`src/rtl/idex_hazard_reg.sv`:
```
// idex_hazard_reg: ID/EX pipeline register with load-use hazard detection.
// Inserts a one-cycle bubble on load-use, zeroes on branch flush, freezes on
// external stall, and drives PCWrite/IFIDWrite back to fetch.
// Optional feature macro: HAZARD_PERF_CNT_EN (adds the StallCount output).
//
// state  | meaning
// RUN    | normal flow; IDEX captures decode each unstalled edge
// BUBBLE | a load-use bubble was just inserted; next edge captures held instr

module idex_hazard_reg #(
  parameter int DATA_W = 32,
  parameter int REG_AW = 5
) (
  input  logic              Clk,
  input  logic              Rst,
  input  logic [31:0]       IFIDInstr,
  input  logic [DATA_W-1:0] IFIDPCPlus4,
  input  logic [DATA_W-1:0] RsData,
  input  logic [DATA_W-1:0] RtData,
  input  logic [DATA_W-1:0] ImmExt,
  input  logic [9:0]        CtrlIn,
  input  logic              Flush,
  input  logic              ExtStall,
  output logic [5:0]        IDEXOpCode,
  output logic [REG_AW-1:0] IDEXrs,
  output logic [REG_AW-1:0] IDEXrt,
  output logic [REG_AW-1:0] IDEXrd,
  output logic [DATA_W-1:0] IDEXRsData,
  output logic [DATA_W-1:0] IDEXRtData,
  output logic [DATA_W-1:0] IDEXImm,
  output logic [DATA_W-1:0] IDEXPCPlus4,
  output logic [9:0]        IDEXCtrl,
  output logic              PCWrite,
  output logic              IFIDWrite,
  output logic              Bubble
`ifdef HAZARD_PERF_CNT_EN
  ,
  output logic [15:0]       StallCount
`endif
);

  // Control packing: {RegWrite, MemRead, MemWrite, MemToReg, ALUSrc, RegDst, ALUOp[3:0]}
  localparam int CTRL_MEMREAD = 8;

  localparam logic [5:0] OP_RTYPE = 6'b000000;
  localparam logic [5:0] OP_SW    = 6'b101011;
  localparam logic [5:0] OP_BEQ   = 6'b000100;
  localparam logic [5:0] OP_BNE   = 6'b000101;
  localparam logic [5:0] OP_J     = 6'b000010;

  typedef enum logic {
    ST_RUN    = 1'b0,
    ST_BUBBLE = 1'b1
  } state_t;

  state_t state_q;
  state_t state_d;

  logic [5:0]        id_opcode;
  logic [REG_AW-1:0] id_rs;
  logic [REG_AW-1:0] id_rt;
  logic [REG_AW-1:0] id_rd;
  logic              id_uses_rs;
  logic              id_uses_rt;
  logic              hazard;
  logic              load_bubble;
  logic              capture;
  logic              unused_instr_bits;

  assign id_opcode = IFIDInstr[31:26];
  assign id_rs     = REG_AW'(IFIDInstr[25:21]);
  assign id_rt     = REG_AW'(IFIDInstr[20:16]);
  assign id_rd     = REG_AW'(IFIDInstr[15:11]);

  // Shamt/funct never influence the hazard or the latched fields.
  assign unused_instr_bits = ^IFIDInstr[10:0];

  // Which source registers the decoding instruction actually reads.
  always_comb begin
    id_uses_rs = 1'b1;
    id_uses_rt = 1'b0;
    case (id_opcode)
      OP_RTYPE, OP_SW, OP_BEQ, OP_BNE: id_uses_rt = 1'b1;
      OP_J: id_uses_rs = 1'b0;
      default: ;
    endcase
  end

  // Load-use: the load in EX writes a register the ID instruction reads; r0 never matches.
  always_comb begin
    hazard = 1'b0;
    if (IDEXCtrl[CTRL_MEMREAD] && (IDEXrt != '0)) begin
      if ((id_uses_rs && (IDEXrt == id_rs)) || (id_uses_rt && (IDEXrt == id_rt)))
        hazard = 1'b1;
    end
  end

  // FSM state register.
  always_ff @(posedge Clk or negedge Rst) begin
    if (!Rst) state_q <= ST_RUN;
    else      state_q <= state_d;
  end

  // FSM next state: stall holds, flush returns to RUN, load-use in RUN enters BUBBLE.
  always_comb begin
    state_d = state_q;
    if (ExtStall)                         state_d = state_q;
    else if (Flush)                       state_d = ST_RUN;
    else if (hazard && state_q == ST_RUN) state_d = ST_BUBBLE;
    else                                  state_d = ST_RUN;
  end

  // FSM outputs: fetch enables and the register-load selects for this cycle.
  always_comb begin
    PCWrite     = 1'b0;
    IFIDWrite   = 1'b0;
    load_bubble = 1'b0;
    capture     = 1'b0;
    if (!Rst) begin
      PCWrite   = 1'b0;
      IFIDWrite = 1'b0;
    end else if (ExtStall) begin
      PCWrite   = 1'b0;
      IFIDWrite = 1'b0;
    end else if (Flush) begin
      // Fetch handles the redirect and clears IF/ID itself.
      PCWrite     = 1'b1;
      IFIDWrite   = 1'b1;
      load_bubble = 1'b1;
    end else if (hazard && state_q == ST_RUN) begin
      load_bubble = 1'b1;
    end else begin
      PCWrite   = 1'b1;
      IFIDWrite = 1'b1;
      capture   = 1'b1;
    end
  end

  // ID/EX pipeline register: bubble zeroes everything, capture latches decode.
  always_ff @(posedge Clk or negedge Rst) begin
    if (!Rst) begin
      IDEXOpCode  <= '0;
      IDEXrs      <= '0;
      IDEXrt      <= '0;
      IDEXrd      <= '0;
      IDEXRsData  <= '0;
      IDEXRtData  <= '0;
      IDEXImm     <= '0;
      IDEXPCPlus4 <= '0;
      IDEXCtrl    <= '0;
      Bubble      <= 1'b0;
    end else if (load_bubble) begin
      IDEXOpCode  <= '0;
      IDEXrs      <= '0;
      IDEXrt      <= '0;
      IDEXrd      <= '0;
      IDEXRsData  <= '0;
      IDEXRtData  <= '0;
      IDEXImm     <= '0;
      IDEXPCPlus4 <= '0;
      IDEXCtrl    <= '0;
      Bubble      <= 1'b1;
    end else if (capture) begin
      IDEXOpCode  <= id_opcode;
      IDEXrs      <= id_rs;
      IDEXrt      <= id_rt;
      IDEXrd      <= id_rd;
      IDEXRsData  <= RsData;
      IDEXRtData  <= RtData;
      IDEXImm     <= ImmExt;
      IDEXPCPlus4 <= IFIDPCPlus4;
      IDEXCtrl    <= CtrlIn;
      Bubble      <= 1'b0;
    end
  end

`ifdef HAZARD_PERF_CNT_EN
  // Counts bubbles inserted by hazard or flush; saturates rather than wrapping.
  always_ff @(posedge Clk or negedge Rst) begin
    if (!Rst)                                  StallCount <= '0;
    else if (load_bubble && StallCount != '1)  StallCount <= StallCount + 16'd1;
  end
`endif

endmodule
```
`config.mk`:
```
export PLATFORM = sky130hd
export DESIGN_NAME = idex_hazard_reg
export DESIGN_NICKNAME = d
export VERILOG_FILES = /design/src/rtl/idex_hazard_reg.sv
export SDC_FILE = /design/constraint.sdc
export NUM_CORES = 1
export LEC_CHECK = 0
export BUFFER_PORTS_ARGS = -buffer_cell sky130_fd_sc_hd__buf_2
export CAP_MARGIN = 5
export CORE_ASPECT_RATIO = 0.7
export CORE_MARGIN = 10
export CORE_UTILIZATION = 51
export CTS_CLUSTER_DIAMETER = 100
export DETAILED_ROUTE_END_ITERATION = 10
export GPL_TIMING_DRIVEN = 0
export PLACE_DENSITY_LB_ADDON = 0.05
export SKIP_LAST_GASP = 1
export SLEW_MARGIN = 20
export SYNTH_ARGS = -nofsm -noshare
export SYNTH_HDL_FRONTEND = slang
export SYNTH_SLANG_ARGS = --single-unit
export TNS_END_PERCENT = 100
```
`constraint.sdc`:
```
create_clock -name Clk -period 3.3 [get_ports Clk]
set_input_delay 0.66 -clock Clk [delete_from_list [all_inputs] [get_ports Clk]]
set_output_delay 0.66 -clock Clk [all_outputs]
set_load 0.01 [all_outputs]
```
---- Yosys cells after proc, flatten, opt, wreduce, memory -nomap -nowiden ----
Cells that the tools add are included.
storage, ports and cells
  register bits ........................... 161
  output and inout port bits .............. 162
  bits of input ports ..................... 174
  word-level logic and storage cells ...... 63
operators by class
  equality and inequality tests ........... 6
  multiplexer cells ....................... 36
  bitwise operators ....................... 1
  reduce and logical (&&, ||, !) cells .... 9
operators by type and width
  kind                number
  $mux 32             8
  $mux 5              6
  $mux 10             2
  $mux 1              18
  $eq 6x3->1 const B  2
  $mux 6              2
  $eq 5x5->1          2
  $eq 6x2->1 const B  1
  $eq 6x6->1 const B  1
  $logic_not 6->1     1
  $reduce_bool 5->1   1
  $logic_and 1x1->1   4
  $reduce_or 4->1     1
  $reduce_bool 2->1   1
  $logic_or 1x1->1    1
  $not 1->1           1

---- Longest topological paths before layout ----
  depth in word-level cells ............... 14
  mapped depth ............................ 7
  mapped depth without buffers ............ 5

---- Worst setup path after synthesis ----
OpenSTA, ideal clock, no wires.
  path kind ............................... input port to output port
  start point ............................. input port IFIDInstr[27]
  end point ............................... output port PCWrite
  path slack .............................. 0.681 ns
  cell stages on the path ................. 7
  arrival time ............................ 1.959 ns
  buffers on the path ..................... 2
  data required time ...................... 2.640 ns
  cells stage by stage .................... nor3_1 o21ai_1 a2111oi_2 o21ai_2 buf_2 o21a_1 buf_4
on the way
  cells in the longest elaborated chain, start to end .. 12
  elaborated cells between the ends (all ways) .. 18
  classes of those cells .................. eq/ne: 4; mux: 8; reduce/logical: 6
ends and longest elaborated chain
  what                                      line  RTL
  from (decl)                               16    input logic [31:0] IFIDInstr,
  $eq 6x6->1, or another cell as far along  82    case (id_opcode)
  $reduce_or 4->1                           82
  $mux 1                                    82
  $logic_and 1x1->1                         93    if ((id_uses_rs && (IDEXrt == id_rs)) || (id_uses_rt && (IDEXrt == id_rt)))
  $logic_or 1x1->1 *                        93
  $mux 1 *                                  93
  $mux 1 *                                  92    if (IDEXCtrl[CTRL_MEMREAD] && (IDEXrt != '0)) begin
  $logic_and 1x1->1 *                       130   end else if (hazard && state_q == ST_RUN) begin
  $mux 1 * (4 in a row)                     n/a
  to (decl)                                 33    output logic PCWrite,
Mark *: on every way between the ends. The rest lies on a longest branch, timed or not.

---- Worst setup path in the final report ----
  start point ............................. input port Flush
  end point ............................... output port PCWrite
on the way
  cells in the longest elaborated chain, start to end .. 3
ends and longest elaborated chain
  what         line  RTL
  from (decl)  22    input logic Flush,
  $mux 1       125   end else if (Flush) begin
  $mux 1       122   end else if (ExtStall) begin
  $mux 1       119   if (!Rst) begin
Every way passes these cells.

==> run_results.csv <==
group,metric,value,unit
outcome,status,"finished, final reports clean",
logic_synthesis,yosysWarnings,0,
pwr,pwr-share-clk,39.2,%
drt,routed_via_density,5.677,
logic_synthesis,synth_cell_types,25,
worst_setup_path,critPathArrivalTime,2.47,ns
global_route,grt_usage,25.53,%
die,dieArea,0.01926,mm²
final_layout,drive_gt1_share,40.19,%
drt,initialDrtViolationCount,381,
sta,setup_ws,0.1713,ns
global_route,antenna_found_initial,4,
job,cap_violations,0,
sta,finClkSkew,0.009944,ns
drt,drtPass1Iterations,5,
pwr,cellLeakagePower,4.807,nW
logic_synthesis,synth_area_leaders,"dfrtp_1, a22o_1, nor3b_1",
pwr,combPwrFrac,17.4,%
drt,wl,25.19,mm
clocking,cts.sinks,161,
pwr,pwr-share-seq,43.4,%
placed_design,dp_hpwl,19.23,mm
pwr,finalPower,5.332,mW
worst_setup_path,r2r_cells,7,
placed_design,dpl_cell_area,0.009056,mm²
clocking,cts-root-buf,"clkbuf_16",
sta,slew_violations,0,
sta,setup_tns,0,ns
final_layout,fill_cells,1078,
logic_synthesis,avgSynthCellArea,12.29,µm²
clocking,holdBufCountCts,0,
final_layout,fin_nets,1100,
final_layout,postLayoutCellArea,0.009707,mm²
clocking,numCtsBuffers,17,
worst_setup_path,worstSetupPathType,"input pin to output pin",
die,io_pins,336,
logic_synthesis,synth-seq-cells,161,
global_route,gr-total-overflow,0,
pwr,p_sw,1.398,mW
logic_synthesis,synth_edf_count,0,
logic_synthesis,synth_seq_area_share,56.23,%
pwr,internal_power,3.934,mW
worst_setup_path,cp.required,2.64,ns
final_layout,final_core_util,70.20,%
sta,fmax,319.6,MHz
sta,rsz0062_at_grt,"false",
worst_setup_path,startpoint_type,"input pin",
drt,avgRoutedWirePerCell,22.31,µm
logic_synthesis,synth_area,0.007164,mm²
pwr,switching_share,26.22,%
worst_setup_path,rr_endpoint,"IDEXImm[13]$_DFFE_PN0P_",
logic_synthesis,synth_most_common_cell,"dfrtp_1",
logic_synthesis,yosys-top-cells-count,"dfrtp_1, a22o_1, nor3b_1, clkbuf_1, buf_4",
worst_setup_path,r2r-start,"IDEXrt[2]$_DFFE_PN0P_",
pwr,ir_drop,390.6,µV
final_layout,regArea,0.004029,mm²
die,rows,36,
sta,hold_viol_final,0,
drt,ant_nets,0,
drt,vias,6409,
clocking,cts_max_path_buffers,2,
global_route,grt_pass1_vias,6818,
global_route,grt_start_max_net_pins,88,
drt,drc,0,
placed_design,dp_worst_setup_slack,-0.04014,ns
clocking,clkLatencyLatePin,0.43,ns
logic_synthesis,yosysTopAreaCellShare,56.23,%
logic_synthesis,yosysTopAreaCell,"dfrtp_1",
logic_synthesis,synthCells,583,
logic_synthesis,synth_nets,757,
global_route,grt_pass1_wl,39.10,mm
pwr,pwr_density_cell,549.4,mW/mm²
worst_setup_path,critPathMaxFanout,10,
final_layout,multi_input_area,0.002834,mm²
die,chipWidth,161.7,µm
placed_design,io_buffers,323,
sta,finalCriticalPeriod,3.129,ns
die,core_area,0.01383,mm²
clocking,tritoncts,"built",
die,die_height,119.2,µm
worst_setup_path,r2r_slack,1.24,ns
logic_synthesis,synth_flop_cell,"dfrtp_1",
sta,fin_crit_sh,94.81,%
sta,worst_pin_slew,0.7596,ns
worst_setup_path,setup.worst_path.end_class,"output pin",
worst_hold_path,hp-class,"input pin to async pin",
final_layout,instances_no_fill,1129,
final_layout,area_delta_synth_final,35.49,%
logic_synthesis,ys_async_sr_fraction,100.0,%
sta,setup_viol,0,
placed_design,routabilityCongestion,0.8850,
die,start_util,51.81,%
sta,slew-limit-headroom,49.36,%
placed_design,dp_cells,1097,
clocking,clk_pin_slew,0.06,ns
sta,whs,0.2155,ns
clocking,cts-htree-levels,4,
[state kept, by name, indices dropped and copies added (netlist names)]
register / count
IDEXRsData: 32
IDEXrt: 5
IDEXrd: 5
state_q: 1
IDEXCtrl: 10
IDEXOpCode: 6
Bubble: 1
IDEXImm: 32
IDEXRtData: 32
IDEXrs: 5
IDEXPCPlus4: 32
[power by group through the flow]
stage          clock, mW  sequential (mW)  combinational (mW)
2_1_floorplan          0             2.43               0.350
3_3_place_gp           0             2.33               0.911
3_5_place_dp           0             2.34               0.936
4_1_cts             2.12             2.31               0.939
5_1_grt             2.20             2.34                1.00
6_report            2.09             2.32               0.929
[cells by family after synthesis]
group | Yosys count | synth area share (%)
AO/OA/AOI/OAI | 166 | 20.24
XOR/XNOR | 10 | 1.222
buffers and inverters | 73 | 4.488
AND/OR/NAND/NOR | 173 | 17.81
flip-flops | 161 | 56.23
[placed cells by master, fill, tap and decap left out, types with 5 or more instances in the layout]
master	count
a22o_1	159
buf_2	330
buf_4	10
clkbuf_1	53
clkbuf_16	17
clkinv_2	5
dfrtp_1	161
nor3b_1	159
xor2_1	6
[critical path, stage by stage]
cell and delay, ns:
clkbuf_1 0.45, clkbuf_2 0.40, clkbuf_1 0.46, o21a_1 0.26, buf_4 0.11, buf_2 0.11
[how the worst max path moves through the flow]
stage / startpoint / to / cells after the start
5_1_grt: IDEXrt[1]$_DFFE_PN0P_ / PCWrite / 8
4_1_cts: IDEXrt[1]$_DFFE_PN0P_ / PCWrite / 8
2_1_floorplan: IFIDInstr[27] / PCWrite / 7
3_3_place_gp: Rst / IDEXPCPlus4[2]$_DFFE_PN0P_ / 7
3_5_place_dp: Flush / PCWrite / 6
6_report: Flush / PCWrite / 6
[repair_timing]
item,4_1_cts,5_1_grt
gates resized for setup,1,2
setup buffers,0,0
setup endpoints to repair,1,1
gates cloned,0,0
[routing by layer]
metal | global-route usage, % | part of all wire [%] | routed length (µm)
met1 | 31.49 | 41 | 10360
met2 | 41.24 | 48 | 12140
met3 | 9.153 | 9.1 | 2285
met4 | 8.050 | 1.5 | 385
met5 | 0 | 0.083 | 21
[area by class of cell]
class	instances	share of cell area, %
sequential	161	41.51
clock buffer	20	4.808
inverter	1	0.03867
multi-input combinational	349	29.20
clock inverter	11	1.650
buffer	72	3.287
tap	190	2.449
antenna	1	0.02578
timing repair buffer	324	17.04
Power figures use the tool's default switching activity.
